### config.mk
export PLATFORM = sky130hd
export DESIGN_NAME = fetch_sequencer_flat
export DESIGN_NICKNAME = d
export VERILOG_FILES = /design/src/rtl/fetch_sequencer_if.sv /design/src/rtl/fetch_sequencer.sv /design/src/flat_wrapper.sv
export SDC_FILE = /design/constraint.sdc
export NUM_CORES = 1
export LEC_CHECK = 0
export BUFFER_PORTS_ARGS = -buffer_cell sky130_fd_sc_hd__buf_2
export CAP_MARGIN = 20
export CORE_AREA = 2 2 77 109
export CTS_BUF_LIST = sky130_fd_sc_hd__clkbuf_4 sky130_fd_sc_hd__clkbuf_8
export DETAILED_ROUTE_END_ITERATION = 7
export DIE_AREA = 0 0 79 111
export PLACE_DENSITY = 0.79
export RECOVER_POWER = 50
export SLEW_MARGIN = 10
export SYNTH_ARGS = -nofsm -noshare
export SYNTH_HDL_FRONTEND = slang
export SYNTH_SLANG_ARGS = --single-unit
### constraint.sdc
create_clock -name clk -period 3.93 [get_ports clk]
set_clock_uncertainty 0.2 [all_clocks]
set_input_delay 0.5895 -clock clk [delete_from_list [all_inputs] [get_ports clk]]
set_output_delay 0.5895 -clock clk [all_outputs]
set_load 0.02 [all_outputs]
### src/rtl/fetch_sequencer_if.sv
// fetch_sequencer_if: groups the run-control, branch-resolution and fetch
// status signals of the fetch sequencer.
//   Control in : start, halt_req, stall, branch_valid, branch_taken,
//                jump_sign, branch_pc, branch_offset
//   Status out : pc, fetch_en, flush, running, done, cycle_count
// The slave modport is the sequencer itself; the master modport is the
// pipeline/run-control side that drives the controls and observes status.
interface fetch_sequencer_if #(
  parameter int PC_W  = 16,
  parameter int CNT_W = 16
);
  logic             start;
  logic             halt_req;
  logic             stall;
  logic             branch_valid;
  logic             branch_taken;
  logic             jump_sign;
  logic [PC_W-1:0]  branch_pc;
  logic [PC_W-1:0]  branch_offset;
  logic [PC_W-1:0]  pc;
  logic             fetch_en;
  logic             flush;
  logic             running;
  logic             done;
  logic [CNT_W-1:0] cycle_count;

  modport slave (
    input  start, halt_req, stall, branch_valid, branch_taken, jump_sign,
           branch_pc, branch_offset,
    output pc, fetch_en, flush, running, done, cycle_count
  );

  modport master (
    output start, halt_req, stall, branch_valid, branch_taken, jump_sign,
           branch_pc, branch_offset,
    input  pc, fetch_en, flush, running, done, cycle_count
  );
endinterface

### src/rtl/fetch_sequencer.sv
// fetch_sequencer: run-control and PC sequencing for the instruction fetch
// stage. Owns the program counter, redirects on resolved taken branches,
// squashes wrong-path instructions with a multi-cycle flush pulse, holds on
// hazards and stops on halt. Keeps a saturating run-cycle counter.
// Ports:
//   clk   - rising-edge clock
//   rst_n - asynchronous active-low reset
//   bus   - fetch_sequencer_if.slave (controls in, pc/status out)
module fetch_sequencer #(
  parameter int              PC_W         = 16,
  parameter logic [PC_W-1:0] RESET_PC     = '0,
  parameter int              FLUSH_CYCLES = 2,
  parameter int              CNT_W        = 16
) (
  input  logic              clk,
  input  logic              rst_n,
  fetch_sequencer_if.slave  bus
);

  typedef enum logic [1:0] {
    ST_IDLE  = 2'd0,
    ST_RUN   = 2'd1,
    ST_FLUSH = 2'd2,
    ST_HALT  = 2'd3
  } state_t;

  localparam logic [PC_W-1:0]  PC_ONE     = {{(PC_W-1){1'b0}}, 1'b1};
  localparam logic [CNT_W-1:0] CNT_ONE    = {{(CNT_W-1){1'b0}}, 1'b1};
  localparam logic [2:0]       FLUSH_INIT = 3'(FLUSH_CYCLES);

  state_t           state_r, state_s;
  logic [PC_W-1:0]  pc_r, pc_s;
  logic [2:0]       fcnt_r, fcnt_s;
  logic [CNT_W-1:0] cycle_count_r, cycle_count_s;
  logic             flush_r, flush_s;
  logic             running_r, running_s;
  logic             done_r, done_s;
  logic [PC_W-1:0]  target_s;
  logic [CNT_W-1:0] count_inc_s;

  // Branch target arithmetic, modulo 2^PC_W in either direction.
  always_comb begin
    if (bus.jump_sign) begin
      target_s = bus.branch_pc + bus.branch_offset;
    end else begin
      target_s = bus.branch_pc - bus.branch_offset;
    end
  end

  // Saturating increment of the run-cycle counter while running.
  always_comb begin
    if (((state_r == ST_RUN) || (state_r == ST_FLUSH)) && !(&cycle_count_r)) begin
      count_inc_s = cycle_count_r + CNT_ONE;
    end else begin
      count_inc_s = cycle_count_r;
    end
  end

  // Next-state, next-PC and flush counter decision.
  always_comb begin
    state_s       = state_r;
    pc_s          = pc_r;
    fcnt_s        = fcnt_r;
    cycle_count_s = count_inc_s;
    case (state_r)
      ST_IDLE: begin
        if (bus.start) begin
          state_s       = ST_RUN;
          pc_s          = RESET_PC;
          cycle_count_s = '0;
        end else begin
          state_s = ST_IDLE;
        end
      end
      ST_RUN: begin
        if (bus.halt_req) begin
          state_s = ST_HALT;
        end else if (bus.branch_valid && bus.branch_taken) begin
          // A taken branch redirects even if the hazard unit asks to stall.
          state_s = ST_FLUSH;
          pc_s    = target_s;
          fcnt_s  = FLUSH_INIT;
        end else if (bus.branch_valid) begin
          pc_s = bus.branch_pc + PC_ONE;
        end else if (bus.stall) begin
          pc_s = pc_r;
        end else begin
          pc_s = pc_r + PC_ONE;
        end
      end
      ST_FLUSH: begin
        // branch_valid is ignored here: it comes from squashed instructions.
        if (bus.halt_req) begin
          state_s = ST_HALT;
          fcnt_s  = 3'd0;
        end else begin
          fcnt_s = fcnt_r - 3'd1;
          if (fcnt_r <= 3'd1) begin
            state_s = ST_RUN;
          end else begin
            state_s = ST_FLUSH;
          end
          if (bus.stall) begin
            pc_s = pc_r;
          end else begin
            pc_s = pc_r + PC_ONE;
          end
        end
      end
      ST_HALT: begin
        if (bus.start) begin
          state_s       = ST_RUN;
          pc_s          = RESET_PC;
          cycle_count_s = '0;
        end else begin
          state_s = ST_HALT;
        end
      end
      default: begin
        state_s = ST_IDLE;
        fcnt_s  = 3'd0;
      end
    endcase
  end

  // Registered status flags derived from the upcoming state.
  always_comb begin
    running_s = (state_s == ST_RUN) || (state_s == ST_FLUSH);
    done_s    = (state_s == ST_HALT);
    flush_s   = (fcnt_s != 3'd0);
  end

  // State, PC, flush counter and status registers.
  always_ff @(posedge clk or negedge rst_n) begin
    if (!rst_n) begin
      state_r       <= ST_IDLE;
      pc_r          <= RESET_PC;
      fcnt_r        <= 3'd0;
      cycle_count_r <= '0;
      flush_r       <= 1'b0;
      running_r     <= 1'b0;
      done_r        <= 1'b0;
    end else begin
      state_r       <= state_s;
      pc_r          <= pc_s;
      fcnt_r        <= fcnt_s;
      cycle_count_r <= cycle_count_s;
      flush_r       <= flush_s;
      running_r     <= running_s;
      done_r        <= done_s;
    end
  end

  assign bus.pc          = pc_r;
  assign bus.flush       = flush_r;
  assign bus.running     = running_r;
  assign bus.done        = done_r;
  assign bus.cycle_count = cycle_count_r;
  // Fetch is suppressed combinationally in the same cycle as a stall.
  assign bus.fetch_en    = running_r & ~bus.stall;

endmodule
### src/flat_wrapper.sv
// flat-port wrapper written by rule: the top's interface ports become plain ports
module fetch_sequencer_flat 
#(
  parameter int              PC_W         = 16,
  parameter logic [PC_W-1:0] RESET_PC     = '0,
  parameter int              FLUSH_CYCLES = 2,
  parameter int              CNT_W        = 16
)
  (clk, rst_n, bus_start, bus_halt_req, bus_stall, bus_branch_valid, bus_branch_taken, bus_jump_sign, bus_branch_pc, bus_branch_offset, bus_pc, bus_fetch_en, bus_flush, bus_running, bus_done, bus_cycle_count);
  fetch_sequencer_if #(.PC_W(PC_W), .CNT_W(CNT_W)) bus_i ();
  input  logic clk;
  input  logic rst_n;
  input wire logic [$bits(bus_i.start)-1:0] bus_start;
  input wire logic [$bits(bus_i.halt_req)-1:0] bus_halt_req;
  input wire logic [$bits(bus_i.stall)-1:0] bus_stall;
  input wire logic [$bits(bus_i.branch_valid)-1:0] bus_branch_valid;
  input wire logic [$bits(bus_i.branch_taken)-1:0] bus_branch_taken;
  input wire logic [$bits(bus_i.jump_sign)-1:0] bus_jump_sign;
  input wire logic [$bits(bus_i.branch_pc)-1:0] bus_branch_pc;
  input wire logic [$bits(bus_i.branch_offset)-1:0] bus_branch_offset;
  output wire logic [$bits(bus_i.pc)-1:0] bus_pc;
  output wire logic [$bits(bus_i.fetch_en)-1:0] bus_fetch_en;
  output wire logic [$bits(bus_i.flush)-1:0] bus_flush;
  output wire logic [$bits(bus_i.running)-1:0] bus_running;
  output wire logic [$bits(bus_i.done)-1:0] bus_done;
  output wire logic [$bits(bus_i.cycle_count)-1:0] bus_cycle_count;
  assign bus_i.start = bus_start;
  assign bus_i.halt_req = bus_halt_req;
  assign bus_i.stall = bus_stall;
  assign bus_i.branch_valid = bus_branch_valid;
  assign bus_i.branch_taken = bus_branch_taken;
  assign bus_i.jump_sign = bus_jump_sign;
  assign bus_i.branch_pc = bus_branch_pc;
  assign bus_i.branch_offset = bus_branch_offset;
  assign bus_pc = bus_i.pc;
  assign bus_fetch_en = bus_i.fetch_en;
  assign bus_flush = bus_i.flush;
  assign bus_running = bus_i.running;
  assign bus_done = bus_i.done;
  assign bus_cycle_count = bus_i.cycle_count;
  fetch_sequencer #(.PC_W(PC_W), .RESET_PC(RESET_PC), .FLUSH_CYCLES(FLUSH_CYCLES), .CNT_W(CNT_W)) u_core (.clk(clk), .rst_n(rst_n), .bus(bus_i));
endmodule
==> results.ini <==
[run_status]
status=finished with violations
violations=capacitance limit, slew limit

[placed_design]
numPortBuffers=75
dp_cells=642
dp_hpwl_mm=7.96
gp_congestion=0.893

[clock_tree]
cts_sinks=40
cts_tree=yes
post-cts-setup-buffers=0
clk_pin_slew_ns=0.08
cts_made_buffers=5
cts_resized=0
cts_root_buffer=clkbuf_8
cts_buffer_depth=2
ctsHoldBuffers=0
clk-insertion-delay-late_ns=0.30
htree_levels=2

[finish]
final_cells=649
areaGrowthSynthToFinish_pct=15.1
drive_above_1_share_pct=14.6
diodes=0
final_util_pct=55.2
fin_nets=615

[routing]
routed-wl-met2_mm=5.16
met1_length_mm=3.95
vias_per_cell=5.88
post_drt_wl_per_cell_um=15.5
wirelength_mm=10.0
wl_met3_um=545
drc=0
drt_iter0_drc=245
antenna_left=0
vias=3815
top_layer=met4
dr.pass1.iters=5

[hold_path]
hold_path.class=reg -> reg

[critical_path]
cp_num_buf_inv=2
cp.arrival_ns=3.54
worstSetupPathType=in -> reg
cp_slowest_cell=ha_1
crit_chain=buf_2, inv_1, ha_1, nor2b_1, a21oi_1, nor3_1, nor2_1, nor3_1, nor2_1, xor2_1, ha_1, a21o_1, a31o_2, a41oi_1, a21oi_1, xnor2_1, a21oi_1, o31a_1
end_kind=register
required_ns=3.92
critPathMaxFanout=4
slowest_delay_ns=0.31
startpoint_type=primary input
cpMostUsedCell=a21oi_1
cp_top_family=compound AO/OA/AOI/OAI gates

[grt]
grt_pass1_vias=3762
grt-ovfl-total=0
grt_usage_pct=23.4
antenna_found_initial=0
grt_pass1_wl_mm=16.8
grt_max_degree=41

[synthesis]
synth.ff_latch_count=40
syn_area_um2=3790
synthTopCellsByArea=dfrtp_1 26%, ha_1 8.9%, xor2_1 6.2%
yosysMostFrequentCell=nor2_1
yosysTopAreaCell=dfrtp_1
synth_nets=537
yosysUniqueCellTypes=66
ys.flop_type=dfrtp_1
synth_cells=469
synth_edf_count=0
async_flop_share_pct=100
yosysWarnings=0
postSynthAreaPerCell_um2=8.09
ys_top_cells_by_count=51 x nor2_1, 42 x nand2_1, 40 x dfrtp_1
synth_top_area_share_pct=26.4
yosysSeqAreaShare_pct=26.4

[power]
leakagePower_uw=0.00207
max-vdd-ir-drop_v=0.000224
power.density_nw_per_um2=482
total_power_uw=2100

[timing]
period_minus_slack_ns=3.55
finalMaxSlewViolations=41
relSlewSlack_pct=-44.5
worst_pin_slew_ns=2.17
fmax_ghz=0.282
fin_setup_tns_ns=0
period_share_pct=90.3
hold_viol=0
grt_setup_unrepaired=no
finalSetupViolCount=0

[die]
die_w_um=79
die_h_um=111
rows=39
die_area_um2=8770
io_pins=76
start_util_pct=48.0
fp.coreArea_um2=7910

[run]
cap_violations=1

## stage by stage
step	hold slack, ns	setup slack (ns)	area (um2)
2_1_floorplan	0.0939	0.483	3790
3_5_place_dp	0.299	0.0804	4290
4_1_cts	0.242	0.399	4390
5_1_grt	0.352	0.0995	4360
6_report	0.327	0.382	4360
3_3_place_gp	0.294	0.165	4290
## flip-flops by register name, summed over array words and instances, names as in the netlist
name                    count
u_core.bus.running          1
u_core.bus.cycle_count     16
u_core.state_r              2
u_core.fcnt_r               3
u_core.bus.flush            1
u_core.bus.pc              16
u_core.bus.done             1
## logic make-up (layout without fill, tap and decap cells)
| family | after synthesis | in the layout | synth area share (%) |
|---|---|---|---|
| AO/OA/AOI/OAI | 132 | 132 | 22.6 |
| XOR/XNOR | 51 | 51 | 11.8 |
| adder cells (fa/ha/maj) | 28 | 28 | 9.44 |
| buffers and inverters | 28 | 106 | 2.90 |
| flip-flops | 40 | 40 | 26.4 |
| multiplexers | 9 | 9 | 2.57 |
| AND/OR/NAND/NOR | 181 | 181 | 24.3 |
## worst paths after layout
| kind | slack, ns | cells after the start | to | start |
|---|---|---|---|---|
| max | 0.38 | 18 | u_core.bus.pc[15]$_DFFE_PN0P_ | bus_branch_offset[0] |
| min | 0.33 | 1 | u_core.fcnt_r[2]$_DFF_PN0_ | u_core.fcnt_r[2]$_DFF_PN0_ |
| max reg2reg | 1.16 | 9 | u_core.bus.pc[10]$_DFFE_PN0P_ | u_core.state_r[1]$_DFF_PN0_ |
| min reg2reg | 0.33 | 1 | u_core.fcnt_r[2]$_DFF_PN0_ | u_core.fcnt_r[2]$_DFF_PN0_ |
| max in group asynchronous | 1.57 | 1 | u_core.bus.cycle_count[9]$_DFF_PN0_ | rst_n |
| min in group asynchronous | 0.73 | 1 | u_core.fcnt_r[1]$_DFF_PN0_ | rst_n |
## report_power, final
group	total [uW]	internal, uW	switching (uW)	leakage [uW]
registers	657	525	131	0.000538
clock network	298	156	142	0.0000503
logic	1150	418	729	0.00148
## per-layer routing
| layer | vias up | global-route usage, % |
|---|---|---|
| li1 | 1868 | - |
| met1 | 1765 | 25.7 |
| met2 | 148 | 42.2 |
| met3 | 34 | 3.50 |
| met4 | 0 | 12.3 |
| met5 | - | 0 |
## layout make-up
type | instances | area [um2]
inverters | 20 | 75.1
repair buffers | 79 | 383
fillers | 776 | 3540
multi-input cells | 401 | 2680
flip-flops and latches | 40 | 1000
well taps | 102 | 128
clock buffers | 7 | 96.3
## layout by cell type (no fill, tap or decap), types with 3 or more instances in the layout
master | netlist | final
and4_1 | 7 | 7
or3_1 | 5 | 5
o21a_1 | 3 | 3
a21o_1 | 8 | 8
nand2_1 | 42 | 42
ha_1 | 27 | 27
nand2b_1 | 5 | 5
o31ai_1 | 4 | 4
a22oi_1 | 3 | 3
and3_1 | 15 | 15
o21ai_0 | 34 | 34
mux2i_1 | 6 | 6
nor3_1 | 11 | 11
xnor2_1 | 24 | 24
o21ai_1 | 3 | 3
clkbuf_8 | 0 | 7
dfrtp_1 | 40 | 40
a21oi_1 | 36 | 36
inv_1 | 20 | 20
a31oi_1 | 3 | 3
buf_4 | 1 | 4
nor4_1 | 3 | 3
o211ai_1 | 8 | 8
nand4_1 | 6 | 6
buf_2 | 1 | 57
xor2_1 | 27 | 27
nor2b_1 | 4 | 4
nor2_1 | 51 | 51
clkbuf_1 | 6 | 18
a211oi_1 | 5 | 5
nand3_1 | 18 | 18
(Power assumes the default switching activity.)
